**src/rtl/fir_tap_mem.sv**
```systemverilog
// Coefficient RAM plus circular sample history for the FIR MAC.
// Every accepted sample streams num_taps (h[k], x[n-k]) pairs, newest sample first.
module fir_tap_mem #(
  parameter int DATA_WIDTH      = 32,
  parameter int TAP_ADDR_WIDTH  = 4,
  parameter int HIST_ADDR_WIDTH = 6,
  parameter     INIT_FILE       = ""
) (
  input  logic                      clk,
  input  logic                      rst_n,
  input  logic                      coef_we,
  input  logic [TAP_ADDR_WIDTH-1:0] coef_waddr,
  input  logic [DATA_WIDTH-1:0]     coef_wdata,
  input  logic [TAP_ADDR_WIDTH:0]   num_taps,
  input  logic                      s_valid,
  output logic                      s_ready,
  input  logic [DATA_WIDTH-1:0]     s_data,
  output logic                      m_valid,
  input  logic                      m_ready,
  output logic [DATA_WIDTH-1:0]     m_h,
  output logic [DATA_WIDTH-1:0]     m_x,
  output logic                      m_first,
  output logic                      m_last,
  output logic                      busy
);

  localparam int MAX_TAPS   = 1 << TAP_ADDR_WIDTH;
  localparam int HIST_DEPTH = 1 << HIST_ADDR_WIDTH;
  localparam int TW         = TAP_ADDR_WIDTH + 1;
  localparam int CW         = HIST_ADDR_WIDTH + 1;

  localparam logic [TW-1:0]              TAP_ONE  = TW'(1);
  localparam logic [TW-1:0]              TAP_MAX  = TW'(MAX_TAPS);
  localparam logic [HIST_ADDR_WIDTH-1:0] PTR_ONE  = HIST_ADDR_WIDTH'(1);
  localparam logic [CW-1:0]              FILL_ONE = CW'(1);
  localparam logic [CW-1:0]              FILL_MAX = CW'(HIST_DEPTH);

  typedef enum logic {IDLE, RUN} state_t;

  logic [DATA_WIDTH-1:0] coef_mem [MAX_TAPS];
  logic [DATA_WIDTH-1:0] hist_mem [HIST_DEPTH];

  state_t                     state_q,   state_d;
  logic [HIST_ADDR_WIDTH-1:0] wr_ptr_q,  wr_ptr_d;
  logic [HIST_ADDR_WIDTH-1:0] newest_q,  newest_d;
  logic [CW-1:0]              fill_q,    fill_d;
  logic [TW-1:0]              n_q,       n_d;
  logic [TW-1:0]              k_q,       k_d;
  logic                       m_valid_q, m_valid_d;
  logic [DATA_WIDTH-1:0]      m_h_q,     m_h_d;
  logic [DATA_WIDTH-1:0]      m_x_q,     m_x_d;
  logic                       m_first_q, m_first_d;
  logic                       m_last_q,  m_last_d;

  logic                       accept;
  logic [TW-1:0]              n_clamped;
  logic [TAP_ADDR_WIDTH-1:0]  k_idx;
  logic [HIST_ADDR_WIDTH-1:0] hist_idx;
  logic [CW-1:0]              k_fill;

  assign accept   = (state_q == IDLE) && s_valid;
  // k never exceeds MAX_TAPS-1 when used as an address, so the low bits suffice.
  assign k_idx    = k_q[TAP_ADDR_WIDTH-1:0];
  assign hist_idx = newest_q - HIST_ADDR_WIDTH'(k_idx);
  assign k_fill   = CW'(k_q);

  always_comb begin
    n_clamped = num_taps;
    if (num_taps == '0)
      n_clamped = TAP_ONE;
    else if (num_taps > TAP_MAX)
      n_clamped = TAP_MAX;
  end

  always_comb begin
    state_d   = state_q;
    wr_ptr_d  = wr_ptr_q;
    newest_d  = newest_q;
    fill_d    = fill_q;
    n_d       = n_q;
    k_d       = k_q;
    m_valid_d = m_valid_q;
    m_h_d     = m_h_q;
    m_x_d     = m_x_q;
    m_first_d = m_first_q;
    m_last_d  = m_last_q;
    case (state_q)
      IDLE: begin
        if (s_valid) begin
          state_d  = RUN;
          newest_d = wr_ptr_q;
          wr_ptr_d = wr_ptr_q + PTR_ONE;
          if (fill_q != FILL_MAX) fill_d = fill_q + FILL_ONE;
          n_d      = n_clamped;
          k_d      = '0;
        end
      end
      RUN: begin
        if (m_valid_q && m_ready && m_last_q) begin
          state_d   = IDLE;
          m_valid_d = 1'b0;
        end else if ((!m_valid_q || m_ready) && (k_q != n_q)) begin
          m_valid_d = 1'b1;
          m_h_d     = coef_mem[k_idx];
          // Positions never written since reset read as zero.
          m_x_d     = (k_fill >= fill_q) ? '0 : hist_mem[hist_idx];
          m_first_d = (k_q == '0);
          m_last_d  = (k_q == n_q - TAP_ONE);
          k_d       = k_q + TAP_ONE;
        end
      end
      default: state_d = IDLE;
    endcase
  end

  always_ff @(posedge clk) begin
    if (!rst_n) begin
      state_q   <= IDLE;
      wr_ptr_q  <= '0;
      newest_q  <= '0;
      fill_q    <= '0;
      n_q       <= TAP_ONE;
      k_q       <= '0;
      m_valid_q <= 1'b0;
      m_h_q     <= '0;
      m_x_q     <= '0;
      m_first_q <= 1'b0;
      m_last_q  <= 1'b0;
    end else begin
      state_q   <= state_d;
      wr_ptr_q  <= wr_ptr_d;
      newest_q  <= newest_d;
      fill_q    <= fill_d;
      n_q       <= n_d;
      k_q       <= k_d;
      m_valid_q <= m_valid_d;
      m_h_q     <= m_h_d;
      m_x_q     <= m_x_d;
      m_first_q <= m_first_d;
      m_last_q  <= m_last_d;
    end
  end

  always_ff @(posedge clk) begin
    if (coef_we) coef_mem[coef_waddr] <= coef_wdata;
    if (rst_n && accept) hist_mem[wr_ptr_q] <= s_data;
  end

  assign s_ready = (state_q == IDLE);
  assign busy    = (state_q != IDLE);
  assign m_valid = m_valid_q;
  assign m_h     = m_h_q;
  assign m_x     = m_x_q;
  assign m_first = m_first_q;
  assign m_last  = m_last_q;

endmodule
```
**config.mk**
```make
export PLATFORM = sky130hd
export DESIGN_NAME = fir_tap_mem
export DESIGN_NICKNAME = d
export VERILOG_FILES = /design/src/rtl/fir_tap_mem.sv
export SDC_FILE = /design/constraint.sdc
export NUM_CORES = 2
export LEC_CHECK = 0
export CORE_UTILIZATION = 63
export CTS_CLUSTER_SIZE = 14
export DETAILED_ROUTE_END_ITERATION = 6
export DONT_BUFFER_PORTS = 1
export HOLD_SLACK_MARGIN = 0.03
export PLACE_DENSITY = 0.79
export SYNTH_ARGS = -nofsm -noshare
export SYNTH_HDL_FRONTEND = slang
export SYNTH_SLANG_ARGS = --single-unit
```
**constraint.sdc**
```tcl
create_clock -name clk -period 4.2 [get_ports clk]
set_input_delay 0.42 -clock clk [delete_from_list [all_inputs] [get_ports clk]]
set_output_delay 0.42 -clock clk [all_outputs]
set_load 0.02 [all_outputs]
```
==> qor.yml <==
timing.final.crit_share_pct: 98.7
regArea_um2: 78800
worst_pin_slew_ns: 1.12
cp_max_fo: 134
hold_violations: 0
postCtsSetupBuffers: 0
hold_path.class: "primary input to flip-flop"
max_freq_mhz: 241
multi_input_area_um2: 22300
place_area_um2: 106000
drtAntennaViolNets: 0
via_per_inst: 7.16
fp.dieH_um: 404
grt_pass1_vias: 52600
synth.distinct_cells: 43
synth_area_um2: 102000
firstDrtPassIters: 5
reg2reg_depth: 10
grt_pass1_wl_um: 386000
p_per_area_nw_per_um2: 495
yosys_warnings: 0
drv_slew: 0
std_cell_rows: 146
die_w_um: 404
hpwl_um: 136000
cap_violations: 0
ff2ff_setup_slack_ns: 0.06
cts_buffers: 241
rsz0062_at_grt: "no"
drive_gt1_share_pct: 30.2
io_pins: 147
peakVddDrop_mv: 0.479
crit_path_start: "k_q[1]$_SDFFE_PN0P_"
fin_area_um2: 116000
cts_buffer_depth: 3
tritoncts: "done"
hold_ws_ns: 0.150
netlist_instances: 4389
fill_cells: 8266
grt_max_degree: 135
nets: 4789
status: "finished, final reports clean"
power_uw: 57500
maxSlewHeadroom_pct: 24.9
synth_nets: 4483
fp.coreArea_um2: 159000
drt_iter0_markers: 8026
cts-htree-levels: 4
syn_avg_cell_area_um2: 23.1
dieArea_um2: 163000
gp_congestion: 0.853
worst-endpoint-required_ns: 5.01
numPortBuffers: 0
p_leak_uw: 0.0367
crit_arrival_ns: 4.96
antenna_found_initial: 28
grt_usage_pct: 34.2
end_kind: "flip-flop"
r2r-end: "m_x[4]$_SDFFE_PN0P_"
routed_wl_um: 273000
r2r_start: "k_q[1]$_SDFFE_PN0P_"
final.min_clock_period_ns: 4.14
critical_path_class: "flip-flop to flip-flop"
clockRootBuffer: "clkbuf_16"
final_core_util_pct: 72.8
endpoint: "m_x[4]$_SDFFE_PN0P_"
wl_per_cell_um: 38.4
route.vias.total: 50900
drc: 0
skew_ns: 0.0371
syn2layout_area_growth_pct: 14.2
yosysSeqAreaShare_pct: 77.6
start_util_pct: 63.8
overflow: 0
clock_sinks: 2657
path_clk_slew_ns: 0.06
ys_ff_latch: 2657
clk_latency_ns: 0.88
cp-start-kind: "flip-flop"
setup_viol: 0
-- layout by cell type, fill, tap and decap left out, types with 46 or more instances in the layout --
| cell type | instances |
|---|---|
| and3_1 | 96 |
| dlygate4sd3_1 | 73 |
| mux2i_1 | 64 |
| dfxtp_1 | 94 |
| buf_4 | 159 |
| edfxtp_1 | 2560 |
| nand2_1 | 108 |
| buf_12 | 49 |
| clkbuf_1 | 49 |
| diode_2 | 52 |
| clkinv_2 | 49 |
| a21boi_0 | 48 |
| clkinv_1 | 46 |
| nor2_4 | 76 |
| a211oi_1 | 114 |
| mux4_2 | 736 |
| clkbuf_16 | 248 |
-- timing repair --
action / 4_1_cts / 5_1_grt
hold endpoints to repair: 2657 / 0
endpoints found under the setup margin: 4 / 6
hold buffers: 106 / 0
cloned: 0 / 0
gates resized for setup: 4 / 6
pin swaps: 0 / 0
-- worst max-delay path, cell delays in order (launching register included) --
cell,delay [ns]
dfxtp_4,0.38
buf_12,0.59
ha_1,0.37
o21ai_0,0.17
a21oi_1,0.07
o21a_1,0.17
o211ai_1,0.41
nand3_2,0.55
a211oi_1,0.94
buf_4,0.28
a2111o_1,0.10
-- Yosys cell counts, drive strengths merged --
cell type | number | share of area [%]
or3b | 2 | 0.017
mux2 | 32 | 0.35
o21ai | 7 | 0.034
nand2 | 109 | 0.40
o311ai | 1 | 0.0086
nor4b | 2 | 0.017
nand2b | 2 | 0.012
mux2i | 64 | 0.63
o211a | 2 | 0.020
o21a | 2 | 0.015
and2 | 10 | 0.062
xnor2 | 21 | 0.18
ha | 15 | 0.18
buf | 104 | 0.55
mux4 | 736 | 16
inv | 19 | 0.070
a31oi | 1 | 0.0062
xor2 | 1 | 0.0086
a2111o | 32 | 0.35
nor3 | 9 | 0.044
nor3b | 2 | 0.015
o211ai | 3 | 0.022
nor2b | 8 | 0.049
or3 | 3 | 0.018
or4 | 1 | 0.0074
nor4 | 2 | 0.012
a211oi | 129 | 0.95
dfxtp | 97 | 1.9
edfxtp | 2560 | 76
nand3 | 9 | 0.044
clkbuf | 147 | 0.54
and3 | 96 | 0.59
a21boi | 48 | 0.35
nor2 | 90 | 0.33
nand4 | 10 | 0.062
nand3b | 8 | 0.059
fa | 1 | 0.020
a21oi | 4 | 0.020
-- layer usage --
metal	vias to the layer above	wire [um]	track usage [%]
met5	-	91	0
met2	4354	133000	54.5
met3	800	36000	8.65
li1	19400	-	-
met1	26300	87400	43.7
met4	10	16300	19.3
-- power breakdown --
group          switching (uW)  internal, uW
Clock                    9780         12800
Sequential                174         29200
Combinational            3050          2410
-- worst min-delay path by stage --
stage,startpoint,end,cells after the start
final,coef_waddr[1],coef_mem[0][23]$_DFFE_PP_,2
after global routing,coef_waddr[1],coef_mem[4][21]$_DFFE_PP_,2
after CTS,coef_waddr[1],coef_mem[0][23]$_DFFE_PP_,2
after detailed placement,newest_q[3]$_SDFFE_PN0P_,newest_q[3]$_SDFFE_PN0P_,2
after global placement,newest_q[2]$_SDFFE_PN0P_,newest_q[2]$_SDFFE_PN0P_,2
after floorplan,newest_q[0]$_SDFFE_PN0P_,newest_q[0]$_SDFFE_PN0P_,2
-- sequential cells by signal, indices dropped and copies added, names as in the netlist --
register and flops:
busy 1, coef_mem 512, fill_q 7, hist_mem 2048, k_q 5, m_first 1, m_h 32, m_last 1
m_valid 1, m_x 32, n_q 5, newest_q 6, wr_ptr_q 6
-- kinds of logic (layout without fill, tap and decap cells) --
kind of cell	count (synthesis)	in the layout	synth area share, %
simple gates	363	363	1.75
fa+ha+maj	16	16	0.205
flops	2657	2657	77.6
xor+xnor	22	22	0.190
mux	832	832	17.3
other cells	0	52	0
buf+inv	270	788	1.16
compound gates	229	229	1.79
-- stage by stage --
step	worst slack (ns)	TNS, ns	std cells
global placement	-0.216	-0.440	6492
floorplan	0.517	0	4389
detailed placement	-0.169	-0.187	6492
global route	0.00130	0	7088
CTS	0.0862	0	7053
finish	0.0564	0	7105
-- layout make-up --
| class | count | share of cell area (%) |
|---|---|---|
| clock buffer | 320 | 5.78 |
| timing repair buffer | 314 | 3.29 |
| sequential | 2657 | 68.0 |
| antenna | 52 | 0.112 |
| inverter | 19 | 0.0615 |
| multi-input combinational | 1462 | 19.3 |
| tap | 2146 | 2.32 |
| clock inverter | 135 | 1.20 |
Note: power is estimated with default switching activity, not from simulation.
